$ cat config.mk
export PLATFORM = sky130hd
export DESIGN_NAME = layer_output_packer
export DESIGN_NICKNAME = d
export VERILOG_FILES = /design/src/rtl/layer_output_packer_pkg.sv /design/src/rtl/layer_output_packer.sv
export SDC_FILE = /design/constraint.sdc
export NUM_CORES = 1
export LEC_CHECK = 0
export ABC_AREA = 1
export BUFFER_PORTS_ARGS = -buffer_cell sky130_fd_sc_hd__clkbuf_2
export CORE_ASPECT_RATIO = 0.8
export CORE_UTILIZATION = 57
export DETAILED_ROUTE_END_ITERATION = 10
export GPL_ROUTABILITY_DRIVEN = 1
export GPL_TIMING_DRIVEN = 0
export PLACE_DENSITY = 0.89
export SYNTH_ARGS = -nofsm -noshare
export SYNTH_HDL_FRONTEND = slang
export SYNTH_SLANG_ARGS = --single-unit
export TNS_END_PERCENT = 10
$ cat constraint.sdc
create_clock -name i_clk -period 3.4 [get_ports i_clk]
set_clock_uncertainty 0.05 [all_clocks]
set_input_delay 0 -clock i_clk [delete_from_list [all_inputs] [get_ports i_clk]]
set_output_delay 0 -clock i_clk [all_outputs]
set_load 0.01 [all_outputs]
$ cat src/rtl/layer_output_packer_pkg.sv
// Shared constants for the output stage and the state encoding of the packer.
//   NN_OUT_NUM : neurons in the final dense layer (elements per packed vector)
//   NN_DATA_W  : bits per element (signed fixed-point)
//   pack_state_e : COLLECT gathers a frame, DISCARD drops beats until the next i_last
package layer_output_packer_pkg;

    localparam int NN_OUT_NUM = 10;
    localparam int NN_DATA_W  = 16;

    typedef enum logic {
        COLLECT = 1'b0,
        DISCARD = 1'b1
    } pack_state_e;

endpackage

$ cat src/rtl/layer_output_packer.sv
// Collects serially produced neuron outputs (one element per beat) into one packed
// vector and hands it to the classifier with a one-cycle valid pulse. Frame alignment
// is checked against the i_last marker; misaligned frames are dropped and flagged.
//
// Ports
//   i_clk, i_rst_n : clock (rising edge), asynchronous active-low reset
//   i_data         : element value, inputWidth bits
//   i_valid        : element beat qualifier
//   i_last         : final element of a frame (only meaningful with i_valid)
//   i_flush        : synchronous abort of a partial frame, wins over i_valid
//   o_data         : packed vector, element k at [k*inputWidth +: inputWidth]
//   o_data_valid   : one-cycle pulse, o_data holds a newly completed vector
//   o_frame_err    : one-cycle pulse, a framing error was detected
//   o_frame_cnt    : number of emitted vectors, wraps 0xFFFF -> 0
//   o_dbg_state    : current FSM state, for observation only
//
// Handshake: a beat is transferred on every rising edge where i_valid=1 and i_flush=0.
// There is no ready; the source cannot be stalled, so every beat is consumed in the
// cycle it is presented. Outputs are valid-only pulses with no downstream ready either.
module layer_output_packer
    import layer_output_packer_pkg::*;
#(
    parameter int numInput   = NN_OUT_NUM,
    parameter int inputWidth = NN_DATA_W
) (
    input  logic                           i_clk,
    input  logic                           i_rst_n,
    input  logic [inputWidth-1:0]          i_data,
    input  logic                           i_valid,
    input  logic                           i_last,
    input  logic                           i_flush,
    output logic [numInput*inputWidth-1:0] o_data,
    output logic                           o_data_valid,
    output logic                           o_frame_err,
    output logic [15:0]                    o_frame_cnt,
    output pack_state_e                    o_dbg_state
);

    localparam int               CNT_W    = $clog2(numInput);
    localparam logic [CNT_W-1:0] LAST_IDX = CNT_W'(numInput - 1);
    localparam int               BUF_W    = (numInput - 1) * inputWidth;

    pack_state_e      state_q, state_d;
    logic [CNT_W-1:0] cnt_q, cnt_d;
    // Only slices 0..N-2 are buffered; the final element goes straight from
    // i_data into o_data on the emitting beat.
    logic [BUF_W-1:0] buf_q;
    logic             wr_en;
    logic             emit;
    logic             err;

    // Next-state / control decode.
    always_comb begin
        state_d = state_q;
        cnt_d   = cnt_q;
        wr_en   = 1'b0;
        emit    = 1'b0;
        err     = 1'b0;
        if (i_flush) begin
            state_d = COLLECT;
            cnt_d   = '0;
        end else if (i_valid) begin
            case (state_q)
                COLLECT: begin
                    if (cnt_q == LAST_IDX) begin
                        cnt_d = '0;
                        if (i_last) begin
                            emit = 1'b1;
                        end else begin
                            // Missing last: the rest of this frame is still coming.
                            err     = 1'b1;
                            state_d = DISCARD;
                        end
                    end else if (i_last) begin
                        // Early last: the frame already ended, resync immediately.
                        err   = 1'b1;
                        cnt_d = '0;
                    end else begin
                        wr_en = 1'b1;
                        cnt_d = cnt_q + CNT_W'(1);
                    end
                end
                DISCARD: begin
                    if (i_last) begin
                        state_d = COLLECT;
                        cnt_d   = '0;
                    end
                end
                default: begin
                    state_d = COLLECT;
                    cnt_d   = '0;
                end
            endcase
        end
    end

    always_ff @(posedge i_clk or negedge i_rst_n) begin
        if (!i_rst_n) begin
            state_q <= COLLECT;
            cnt_q   <= '0;
        end else begin
            state_q <= state_d;
            cnt_q   <= cnt_d;
        end
    end

    // Slice writes decode the counter against constant indices, so every
    // part-select offset is a compile-time constant.
    always_ff @(posedge i_clk or negedge i_rst_n) begin
        if (!i_rst_n) begin
            buf_q <= '0;
        end else if (wr_en) begin
            for (int k = 0; k < numInput - 1; k++) begin
                if (cnt_q == CNT_W'(k)) begin
                    buf_q[k*inputWidth +: inputWidth] <= i_data;
                end
            end
        end
    end

    always_ff @(posedge i_clk or negedge i_rst_n) begin
        if (!i_rst_n) begin
            o_data       <= '0;
            o_data_valid <= 1'b0;
            o_frame_err  <= 1'b0;
            o_frame_cnt  <= '0;
        end else begin
            o_data_valid <= emit;
            o_frame_err  <= err;
            if (emit) begin
                o_data      <= {i_data, buf_q};
                o_frame_cnt <= o_frame_cnt + 16'd1;
            end
        end
    end

    assign o_dbg_state = state_q;

endmodule

## Yosys cells after proc, flatten, opt, wreduce, memory -nomap -nowiden

Cells that the tools add are included.

| operators by class | value |
|---|---|
| add/subtract/negate cells | 2 |
| equal/unequal tests | 10 |
| mux-type cells | 24 |
| bitwise logic cells | 1 |
| reductions and logical operators | 12 |

Operators by type and width:

| cell | count |
|---|---|
| $mux W4 | 5 |
| $reduce_and A2 Y1 | 10 |
| $mux W1 | 17 |
| $add A16 B1 Y16 const B | 1 |
| $eq A4 B3 Y1 const B | 4 |
| $eq A4 B2 Y1 const B | 2 |
| $eq A4 B4 Y1 const B | 2 |
| $pmux W4 S2 | 1 |
| $add A4 B1 Y4 const B | 1 |
| $eq A4 B1 Y1 const B | 1 |
| $logic_not A4 Y1 | 1 |
| $ne A3 B3 Y1 const B | 1 |
| $pmux W1 S2 | 1 |
| $reduce_bool A2 Y1 | 1 |
| $not A1 Y1 | 1 |

| storage, ports and cells | value |
|---|---|
| flip-flop bits (word level) | 327 |
| logic and storage cells | 64 |

## Depth between registers and ports, before layout

| logic depth | value |
|---|---|
| depth after elaboration | 6 |
| mapped depth | 10 |
| gate-level depth less buffers | 9 |

## Least setup slack after synthesis

Ideal clock, no wire load.

| path | value |
|---|---|
| path type | register -> register |
| start | register cnt_q[1] |
| end | register buf_q[61] |
| setup time | 0.133 ns |
| arrival time | 1.656 ns |
| setup slack | 1.561 ns |
| cell stages (with the launch flop) | 11 |
| period minus slack after synthesis | 1.839 ns |
| cells stage by stage | dfrtp_1 > inv_1 > ha_1 > nand3_2 > ha_1 > nand2_1 > nor2_4 > nand4_1 > clkbuf_1 > nand2_1 > o21ai_0 |

| on the way | value |
|---|---|
| cells in the longest elaborated chain, start to end | 6 |
| elaborated cells on any way between the ends | 7 |

Ends and longest elaborated chain:

| element | RTL line | text |
|---|---|---|
| start: declaration | layer_output_packer.sv:44 | `logic [CNT_W-1:0] cnt_q, cnt_d;` |
| start signal: assignment | layer_output_packer.sv:103 | `cnt_q <= cnt_d;` |
| $eq A4 B4 Y1 | layer_output_packer.sv:65 | `if (cnt_q == LAST_IDX) begin` |
| $mux W1 | layer_output_packer.sv:65 |  |
| $mux W1 | layer_output_packer.sv:63 | `case (state_q)` |
| $mux W1 | layer_output_packer.sv:62 | `end else if (i_valid) begin` |
| $mux W1 | layer_output_packer.sv:59 | `if (i_flush) begin` |
| $reduce_and A2 Y1 (no line) * | -- |  |
| end signal: indexed assignment | layer_output_packer.sv:115 | `buf_q[k*inputWidth +: inputWidth] <= i_data;` |
| end: declaration | layer_output_packer.sv:47 | `logic [BUF_W-1:0] buf_q;` |

Every way passes the cells marked *; elsewhere a longest branch is shown, timed or not.
A chain may end at the register's enable or synchronous reset.

## Final worst setup path

| path | value |
|---|---|
| start | register cnt_q[1] |
| end | register o_frame_err |

| on the way | value |
|---|---|
| cells in the longest elaborated chain, start to end | 5 |

Ends and longest elaborated chain:

| element | RTL line | text |
|---|---|---|
| $eq A4 B4 Y1 | layer_output_packer.sv:65 |  |
| $mux W1 | layer_output_packer.sv:65 |  |
| $mux W1 | layer_output_packer.sv:63 |  |
| $mux W1 | layer_output_packer.sv:62 |  |
| $mux W1 | layer_output_packer.sv:59 |  |
| named net err | layer_output_packer.sv:50 | `logic err;` |
| end signal: assignment | layer_output_packer.sv:129 | `o_frame_err <= err;` |
| end: declaration | layer_output_packer.sv:34 | `output logic o_frame_err,` |

The timed path passes the listed nets, and every way through them passes these cells.

==> out/results.ini <==
[yosys]
ys_ff_latch = 327
ys_warn_count = 0
synth-simple-area-share_pct = 21.83
synth-compound-area-share_pct = 6.738
synth_area_um2 = 12330
ys_top_cells_by_area = dfrtp_1 66%, nand2_1 19%, o21ai_0 6.3%, inv_1 1.2%, buf_2 1.0%
async_reset_ff_share_pct = 100.0
postSynthCellCount = 1313
synth_top_family_by_area = simple AND/OR/NAND/NOR gates
synth_top_cell_by_area = dfrtp_1
synth_ff_type = dfrtp_1
ys_seq_area_share_pct = 66.37
synth.area.mux_share_pct = 0
synth_edf_count = 0
syn_nets = 1340
synthDistinctLibCells = 21
synth_xor_area_share_pct = 0.6393
synth_commonest_cells = 639 x nand2_1, 327 x dfrtp_1, 154 x o21ai_0, 40 x inv_1, 28 x clkbuf_1
syn_area_per_cell_um2 = 9.390
synth_most_common_cell = nand2_1
synth_top_area_share_pct = 66.37
synth-adder-area-share_pct = 0.6089

[timing]
hold_viol = 0
whs_ps = 43.89
fin_crit_sh_pct = 75.93
worst_pin_slew_ps = 786.1
maxSlewHeadroom_pct = 47.54
finalMaxSlewViolations = 0
layout_min_cycle_time_ps = 2582
setup_viol = 0
rsz0062_at_grt = false
max_freq_mhz = 387.3

[placement]
dp.final_hpwl_mm = 21.57
place_congestion = 0.9080
place_area_um2 = 13750
port_buffers = 199
dp.cells = 1784

[cells_and_area]
drive_gt1_share_pct = 18.43
fin_cells = 1853
nFillCells = 1480
nNetsFinal = 1587
register_area_um2 = 8183
final_util_pct = 71.21
stdcell_area_um2 = 14910
n_antenna_cell = 0
multiInputGateArea_um2 = 3676
area_delta_synth_final_pct = 20.91

[route]
routed_wl_mm = 32.99
wire_per_inst_um = 17.81
drtPass1Iterations = 8
vias = 10140
ant_nets = 0
drc = 15
via_per_inst = 5.471
drt_iter0_markers = 1121

[power_and_ir_drop]
p_leak_nw = 8.264
powerDensity_nw_per_um2 = 531.8
power.total_w = 0.007927
irDropWorstVdd_mv = 0.4094

[setup_path]
cp_max_fo = 5
cp-endpoint = o_frame_err
critPathLaunch = cnt_q[1]
critPathTopFamily = buffers and inverters
cp.depth = 8
slowest_delay_ps = 550
cp-end-kind = flip-flop
worstReg2RegStart = cnt_q[1]
crit_arrival_ps = 2960
crit_buf_inv = 3
cp.required_ps = 3780
reg2reg_depth = 8
critPathSlowestCell = dlygate4sd3_1
path_class = flip-flop to flip-flop
r2r-end = o_frame_err
path_cells = inv_1 > ha_1 > nand3_2 > ha_1 > nand2_1 > dlygate4sd3_1 > nor2_1 > dlygate4sd3_1
startpoint_type = flip-flop
reg2reg_slack_ps = 820

[run_status]
status = finished with violations
failed_checks = design-rule violations

[clocking]
clock_latency_ps = 540
cts_sinks = 327
clockBufferDepth = 3
cts_buffers = 30
cts_tree = yes
root_buffer = clkbuf_16
ctsResizeCount = 0
path_clk_slew_ps = 70
cts_max_level = 1

[global_routing]
antenna_found_initial = 0
grt_max_degree = 103
grt_pass1_wl_mm = 52.25
grt_usage_pct = 30.42
grt_pass1_vias = 9836
grt_overflow = 0

[floorplan]
rows = 47
die_w_um = 166.4
die_area_um2 = 22230
core_area_um2 = 20940
initial_utilization_pct = 58.89
io_pins = 200
dieHeight_um = 133.5

[flow_run]
maxCapViolCount = 0

[hold_path]
hold_path_class = input port to flip-flop

-- metrics by stage --
stage,setup slack (ps),setup TNS (ps)
final,818.3,0
after global routing,681.0,0
after CTS,839.6,0
after detailed placement,1060,0
after global placement,-4348,-1414510
after floorplan,1561,0
-- how the worst min path moves through the flow --
stage          startpoint           to  slack [ps]  depth (start not counted)
2_1_floorplan     i_rst_n     buf_q[0]        -350                          0
6_report        i_data[4]    buf_q[52]          40                          3
3_5_place_dp      i_rst_n  o_data[116]         -90                          1
4_1_cts        i_data[14]  o_data[158]           3                          3
3_3_place_gp      i_valid  o_frame_err         210                          3
5_1_grt         i_data[3]    buf_q[51]          50                          3
-- per-layer routing --
metal | wire, µm | vias to the layer above | GRT usage (%) | part of all wire [%]
met5 | 0 | - | 0 | 0
met4 | 1370 | 0 | 11.21 | 4.2
met3 | 3279 | 100 | 6.982 | 9.9
met2 | 14630 | 526 | 46.34 | 44
met1 | 13710 | 4892 | 43.31 | 42
li1 | - | 4620 | - | -
-- where the power goes --
| part | total (W) | internal [W] | switching (W) | leakage, nW |
|---|---|---|---|---|
| Combinational | 0.000346 | 0.000103 | 0.000243 | 3.26 |
| Sequential | 0.00415 | 0.00405 | 0.0000973 | 4.50 |
| Clock | 0.00344 | 0.00199 | 0.00145 | 0.499 |
| Total | 0.00793 | 0.00614 | 0.00179 | 8.26 |
-- timing repair --
item,CTS,global route
hold buffers,13,0
buffers inserted,0,0
hold endpoints to repair,175,0
-- layout make-up --
| cell class | count | share of cell area [%] |
|---|---|---|
| well taps | 269 | 2.258 |
| multi-input cells | 879 | 24.66 |
| clock inverters | 13 | 0.9820 |
| repair buffers | 215 | 8.284 |
| flip-flops and latches | 327 | 54.89 |
| clock buffers | 43 | 5.774 |
| plain buffers | 63 | 2.048 |
| inverters | 44 | 1.108 |
-- cells by family (layout without fill, tap and decap cells) --
kind of cell	Yosys count	count (layout)
XOR/XNOR	9	9
AND/OR/NAND/NOR	698	698
adder cells (fa/ha/maj)	6	6
buffers and inverters	107	378
AO/OA/AOI/OAI	166	166
flip-flops	327	327
-- tightest hold or removal path, cell delays in order --
cell and delay, ps:
clkbuf_2 80, inv_1 280, o21ai_1 230
-- sequential cells by signal, summed over array words and instances (netlist names) --
name          cells
buf_q           144
o_frame_cnt      16
o_dbg_state       1
o_data_valid      1
o_frame_err       1
cnt_q             4
o_data          160
-- cells in the final DEF (no fill, tap or decap), drive strengths merged --
| cell type | synthesis | final |
|---|---|---|
| a21oi | 1 | 1 |
| buf | 35 | 39 |
| bufinv | 0 | 3 |
| clkbuf | 28 | 270 |
| clkinv | 1 | 9 |
| clkinvlp | 0 | 1 |
| dfrtp | 327 | 327 |
| dlygate4sd3 | 0 | 12 |
| ha | 6 | 6 |
| inv | 43 | 44 |
| nand2 | 640 | 640 |
| nand3 | 15 | 15 |
| nand4 | 12 | 12 |
| nor2 | 25 | 25 |
| nor3 | 6 | 6 |
| o21ai | 165 | 165 |
| xnor2 | 3 | 3 |
| xor2 | 6 | 6 |
Note: power is estimated with default switching activity, not from simulation.
